<file path="src/rtl/calc_key_sequencer_if.sv">
// Keypad/calculator handshake bundle for calc_key_sequencer.
// master = keypad + calculator side, slave = sequencer.
interface calc_key_sequencer_if;
  logic       key_valid;
  logic [4:0] key_code;
  logic       key_ready;
  logic [3:0] calc_a;
  logic [3:0] calc_b;
  logic [2:0] calc_func;
  logic       calc_get_res;
  logic [7:0] calc_res;
  logic [7:0] result;
  logic       result_valid;
  logic       error;
  logic       busy;

  modport master (
    output key_valid,
    output key_code,
    output calc_res,
    input  key_ready,
    input  calc_a,
    input  calc_b,
    input  calc_func,
    input  calc_get_res,
    input  result,
    input  result_valid,
    input  error,
    input  busy
  );

  modport slave (
    input  key_valid,
    input  key_code,
    input  calc_res,
    output key_ready,
    output calc_a,
    output calc_b,
    output calc_func,
    output calc_get_res,
    output result,
    output result_valid,
    output error,
    output busy
  );
endinterface

</file>
<file path="src/rtl/calc_key_sequencer.sv">
// Key sequencer feeding a 4-bit calculator; optional divide-by-zero
// guard enabled by defining CALC_DIV_ZERO_GUARD_EN.
module calc_key_sequencer #(
  parameter int unsigned PULSE_LEN = 2
) (
  input logic                  clk,
  input logic                  rst,
  calc_key_sequencer_if.slave  bus
);

  localparam logic [3:0] PL = 4'(PULSE_LEN);

  typedef enum logic [2:0] {
    S_A,
    S_OP,
    S_B,
    S_EQ,
    S_FIRE,
    S_GAP,
    S_CAP
  } state_t;

  typedef enum logic [2:0] {
    K_NONE,
    K_DIGIT,
    K_OP,
    K_EQ,
    K_CLR
  } key_t;

  state_t     state;
  key_t       kind;
  logic [3:0] cnt;
  logic [3:0] a_q;
  logic [3:0] b_q;
  logic [2:0] func_q;
  logic       get_res_q;
  logic [7:0] result_q;
  logic       rv_q;
  logic       err_q;
  logic       ready_q;
  logic       busy_q;
  logic [3:0] dig;

  assign dig = bus.key_code[3:0];

  // Keys are only classified while ready; everything else is dropped.
  always_comb begin
    kind = K_NONE;
    if (bus.key_valid && ready_q) begin
      unique case (1'b1)
        !bus.key_code[4]:
          kind = K_DIGIT;
        (bus.key_code[4:3] == 2'b10) &&
        (bus.key_code[2:0] <= 3'd5):
          kind = K_OP;
        bus.key_code == 5'd22:
          kind = K_EQ;
        bus.key_code == 5'd23:
          kind = K_CLR;
        default:
          kind = K_NONE;
      endcase
    end
  end

  always_ff @(posedge clk or posedge rst) begin
    if (rst) begin
      state     <= S_A;
      cnt       <= 4'd0;
      a_q       <= 4'd0;
      b_q       <= 4'd0;
      func_q    <= 3'd0;
      get_res_q <= 1'b0;
      result_q  <= 8'd0;
      rv_q      <= 1'b0;
      err_q     <= 1'b0;
      ready_q   <= 1'b0;
      busy_q    <= 1'b0;
    end else if (kind == K_CLR) begin
      state    <= S_A;
      a_q      <= 4'd0;
      b_q      <= 4'd0;
      func_q   <= 3'd0;
      result_q <= 8'd0;
      rv_q     <= 1'b0;
      err_q    <= 1'b0;
    end else begin
      unique case (state)
        S_A: begin
          ready_q <= 1'b1;
          if (kind == K_DIGIT) begin
            a_q   <= dig;
            rv_q  <= 1'b0;
            err_q <= 1'b0;
            state <= S_OP;
          end
        end
        S_OP: begin
          if (kind == K_OP) begin
            func_q <= bus.key_code[2:0];
            state  <= S_B;
          end else if (kind == K_DIGIT) begin
            a_q <= dig;
          end
        end
        S_B: begin
          if (kind == K_DIGIT) begin
            b_q   <= dig;
            state <= S_EQ;
          end
        end
        S_EQ: begin
          if (kind == K_DIGIT) begin
            b_q <= dig;
          end else if (kind == K_EQ) begin
`ifdef CALC_DIV_ZERO_GUARD_EN
            if (func_q == 3'b011 && b_q == 4'd0) begin
              err_q    <= 1'b1;
              result_q <= 8'hFF;
              rv_q     <= 1'b0;
              state    <= S_A;
            end else begin
              get_res_q <= 1'b1;
              cnt       <= 4'd1;
              busy_q    <= 1'b1;
              ready_q   <= 1'b0;
              state     <= S_FIRE;
            end
`else
            get_res_q <= 1'b1;
            cnt       <= 4'd1;
            busy_q    <= 1'b1;
            ready_q   <= 1'b0;
            state     <= S_FIRE;
`endif
          end
        end
        S_FIRE: begin
          // cnt holds the number of high cycles already started.
          if (cnt == PL) begin
            get_res_q <= 1'b0;
            cnt       <= 4'd0;
            state     <= S_GAP;
          end else begin
            cnt <= cnt + 4'd1;
          end
        end
        S_GAP: begin
          state <= S_CAP;
        end
        S_CAP: begin
          result_q <= bus.calc_res;
          rv_q     <= 1'b1;
          busy_q   <= 1'b0;
          ready_q  <= 1'b1;
          state    <= S_A;
        end
        default: begin
          state <= S_A;
        end
      endcase
    end
  end

  assign bus.key_ready    = ready_q;
  assign bus.calc_a       = a_q;
  assign bus.calc_b       = b_q;
  assign bus.calc_func    = func_q;
  assign bus.calc_get_res = get_res_q;
  assign bus.result       = result_q;
  assign bus.result_valid = rv_q;
  assign bus.error        = err_q;
  assign bus.busy         = busy_q;

endmodule

</file>
<file path="src/flat_wrapper.sv">
// flat-port wrapper written by rule: the top's interface ports become plain ports
module calc_key_sequencer_flat 
#(
  parameter int unsigned PULSE_LEN = 2
)
  (clk, rst, bus_key_valid, bus_key_code, bus_calc_res, bus_key_ready, bus_calc_a, bus_calc_b, bus_calc_func, bus_calc_get_res, bus_result, bus_result_valid, bus_error, bus_busy);
  calc_key_sequencer_if bus_i ();
  input logic clk;
  input logic rst;
  input wire logic [$bits(bus_i.key_valid)-1:0] bus_key_valid;
  input wire logic [$bits(bus_i.key_code)-1:0] bus_key_code;
  input wire logic [$bits(bus_i.calc_res)-1:0] bus_calc_res;
  output wire logic [$bits(bus_i.key_ready)-1:0] bus_key_ready;
  output wire logic [$bits(bus_i.calc_a)-1:0] bus_calc_a;
  output wire logic [$bits(bus_i.calc_b)-1:0] bus_calc_b;
  output wire logic [$bits(bus_i.calc_func)-1:0] bus_calc_func;
  output wire logic [$bits(bus_i.calc_get_res)-1:0] bus_calc_get_res;
  output wire logic [$bits(bus_i.result)-1:0] bus_result;
  output wire logic [$bits(bus_i.result_valid)-1:0] bus_result_valid;
  output wire logic [$bits(bus_i.error)-1:0] bus_error;
  output wire logic [$bits(bus_i.busy)-1:0] bus_busy;
  assign bus_i.key_valid = bus_key_valid;
  assign bus_i.key_code = bus_key_code;
  assign bus_i.calc_res = bus_calc_res;
  assign bus_key_ready = bus_i.key_ready;
  assign bus_calc_a = bus_i.calc_a;
  assign bus_calc_b = bus_i.calc_b;
  assign bus_calc_func = bus_i.calc_func;
  assign bus_calc_get_res = bus_i.calc_get_res;
  assign bus_result = bus_i.result;
  assign bus_result_valid = bus_i.result_valid;
  assign bus_error = bus_i.error;
  assign bus_busy = bus_i.busy;
  calc_key_sequencer #(.PULSE_LEN(PULSE_LEN)) u_core (.clk(clk), .rst(rst), .bus(bus_i));
endmodule
</file>
<file path="config.mk">
export PLATFORM = sky130hd
export DESIGN_NAME = calc_key_sequencer_flat
export DESIGN_NICKNAME = d
export VERILOG_FILES = /design/src/rtl/calc_key_sequencer_if.sv /design/src/rtl/calc_key_sequencer.sv /design/src/flat_wrapper.sv
export SDC_FILE = /design/constraint.sdc
export NUM_CORES = 1
export LEC_CHECK = 0
export CELL_PAD_IN_SITES_DETAIL_PLACEMENT = 1
export CELL_PAD_IN_SITES_GLOBAL_PLACEMENT = 2
export CORE_MARGIN = 4
export CORE_UTILIZATION = 29
export CTS_CLUSTER_DIAMETER = 40
export DETAILED_ROUTE_END_ITERATION = 10
export HOLD_SLACK_MARGIN = 0.15
export MAX_ROUTING_LAYER = met4
export PLACE_DENSITY = 0.79
export SLEW_MARGIN = 20
export SYNTH_ARGS = -nofsm -noshare
export SYNTH_HDL_FRONTEND = slang
export SYNTH_SLANG_ARGS = --single-unit
</file>
<file path="constraint.sdc">
create_clock -name clk -period 2 [get_ports clk]
set_input_delay 0.5 -clock clk [delete_from_list [all_inputs] [get_ports clk]]
set_output_delay 0.5 -clock clk [all_outputs]
set_load 0.005 [all_outputs]
</file>
==> flow_metrics.tcl <==
set metrics [dict create \
    cp_top_family "buffers and inverters" \
    vias_per_cell 4.81 \
    internal-power_mw 1.71 \
    start_util_pct 29.8 \
    r2r-start "u_core.state[0]" \
    setup_viol 0 \
    cts.repair.resized 0 \
    crit_required_ns 1.50 \
    via_count 1371 \
    clock_latency_ns 0.28 \
    dominantRegCellSynth "dfrtp_1" \
    path_clk_slew_ns 0.06 \
    synthArstFlopShare_pct 100 \
    htree_levels 2 \
    ys_seq_elements 30 \
    clkPwrFrac_pct 25.7 \
    final_common_cell "clkdlybuf4s50_1" \
    p_sw_share_pct 29.6 \
    max_freq_mhz 529 \
    crit_start "u_core.bus.key_ready" \
    coreArea_um2 5070 \
    grt_usage_pct 15.9 \
    cts.sinks 30 \
    place_congestion 0.836 \
    drv_slew 0 \
    drt_iter0_drc 31 \
    clockBufferDepth 2 \
    timing.max_cap.violations 0 \
    antenna_found_initial 0 \
    min_from "u_core.bus.calc_b[2]" \
    skew_ns 0.00463 \
    synthTopCellsByArea "dfrtp_1, a21oi_1, mux2i_1, nand3_1, nand2_1" \
    synthToLayoutAreaGrowth_pct 47.1 \
    finalCriticalPeriod_ns 1.89 \
    hold_path_class "flop to flop" \
    grt_pass1_wl_um 7660 \
    crit_buf_inv 1 \
    crit_chain "clkdlybuf4s50_1" \
    cts_buffers 5 \
    combPwrFrac_pct 34.4 \
    rows 26 \
    cp_max_fo 8 \
    seq_area_frac_synth_pct 49.6 \
    dieArea_um2 6440 \
    crit_type "flop to primary output" \
    drcViolationCount 0 \
    grt_max_degree 31 \
    power_density_nw_per_um2 1090 \
    yosys.area.top_type_share_pct 49.6 \
    hold_slack_ns 0.485 \
    nets 233 \
    cts_root_buf "clkbuf_8" \
    io_buffers 38 \
    fp.dieH_um 80.2 \
    layout_common_cells "clkdlybuf4s50_1, dfrtp_1, buf_4, nand2_1, a21oi_1" \
    end_kind "primary output" \
    syn_inst 155 \
    ir_drop_mv 0.509 \
    first_pass_iters 3 \
    yosysTopAreaCell "dfrtp_1" \
    sequentialPowerShare_pct 40.0 \
    grt_pass1_vias 1605 \
    rsz0062_at_grt "no" \
    post_cts_buffers 0 \
    p_leak_nw 1.01 \
    wl_um 4570 \
    yosysWarnings 0 \
    hold_viol 0 \
    grt_remaining_overflow 0 \
    tritoncts "built" \
    cpPeakStageDelay_ns 0.57 \
    ant_nets 0 \
    syn_area_um2 1510 \
    hpwl_um 3470 \
    num_antenna_cells 0 \
    status "completed" \
    start_kind "flop" \
    drive_above_1_share_pct 17.2 \
    synth_nets 173 \
    wl_per_cell_um 16.0 \
    num_io_pins 40 \
    ctsHoldBuffers 0 \
    post-route-util_pct 43.8 \
    cp_slowest_cell "clkdlybuf4s50_1" \
    synth_edf_count 0 \
    ys_types 40 \
    p_switching_uw 718 \
    finalCritPeriodShare_pct 94.5 \
    power_mw 2.42 \
    chipWidth_um 80.2 \
    totalNegativeSetupSlack_ns 0 \
    cp_data_arrival_time_ns 1.39 \
    syn_area_per_cell_um2 9.76 \
]
[power by group through the flow]
stage               logic [mW]  clock network [mW]  registers [mW]
floorplan                0.359                   0           0.933
global placement         0.816                   0           0.964
detailed placement       0.841                   0           0.981
CTS                      0.852               0.648           0.972
global route             0.920               0.676           0.998
finish                   0.833               0.622           0.969
[cell usage after synthesis (3+ instances only)]
master    count
nand2b_1      4
buf_2         3
dfrtp_1      30
mux2i_1       7
a21oi_1      15
inv_1         6
nand2_1      15
nor2b_1       3
nand3_1      13
o22ai_1       3
nor2_1       13
o21ai_0       6
clkbuf_1      3
[cells by family (layout without fill, tap and decap cells)]
family,after synthesis,count (layout),share of synthesized area [%]
flops,30,30,49.6
mux,8,8,5.38
compound gates,37,37,15.1
other cells,1,1,0.248
fa+ha+maj,2,2,1.65
xor+xnor,2,2,1.16
buf+inv,14,74,4.22
simple gates,61,61,22.7
[path summary, 6_finish.rpt]
kind / end / slack, ns / depth (start not counted)
min in group asynchronous: u_core.bus.key_ready / 0.61 / 3
worst min-delay path: u_core.bus.calc_b[2] / 0.48 / 1
worst max-delay path: bus_key_ready / 0.11 / 1
worst min register to register: u_core.bus.calc_b[2] / 0.48 / 1
max in group asynchronous: u_core.bus.calc_a[2] / 1.10 / 3
worst max register to register: u_core.cnt[1] / 0.39 / 4
[stage by stage]
step	setup slack (ns)	area (um2)	cells
2_1_floorplan	0.599	1510	155
3_3_place_gp	0.00540	2110	278
3_5_place_dp	-0.0609	2110	278
4_1_cts	0.0914	2220	285
5_1_grt	0.0587	2220	285
6_report	0.109	2220	285
[registers in the layout, summed over array words and instances (netlist names)]
| register | cells |
|---|---|
| u_core.state | 3 |
| u_core.bus.calc_a | 4 |
| u_core.bus.calc_func | 3 |
| u_core.cnt | 4 |
| u_core.bus.result_valid | 1 |
| u_core.bus.calc_get_res | 1 |
| u_core.bus.result | 8 |
| u_core.bus.key_ready | 1 |
| u_core.bus.busy | 1 |
| u_core.bus.calc_b | 4 |
[cell type report]
class / count / area, um2
Clock inverter: 1 / 30.0
Clock buffer: 6 / 82.6
Fill cell: 588 / 2850
Sequential cell: 30 / 751
Timing Repair Buffer: 61 / 553
Inverter: 6 / 22.5
Multi-Input combinational cell: 111 / 698
Tap cell: 70 / 87.6
[routing by layer]
layer	global-route usage, %	vias up	part of all wire, %
met1	17.5	671	43
met2	28.1	31	53
met3	4.15	7	3.4
met5	-	-	0
li1	-	662	-
met4	4.56	0	1.3
No activity file was read; power rests on OpenSTA's default activity.
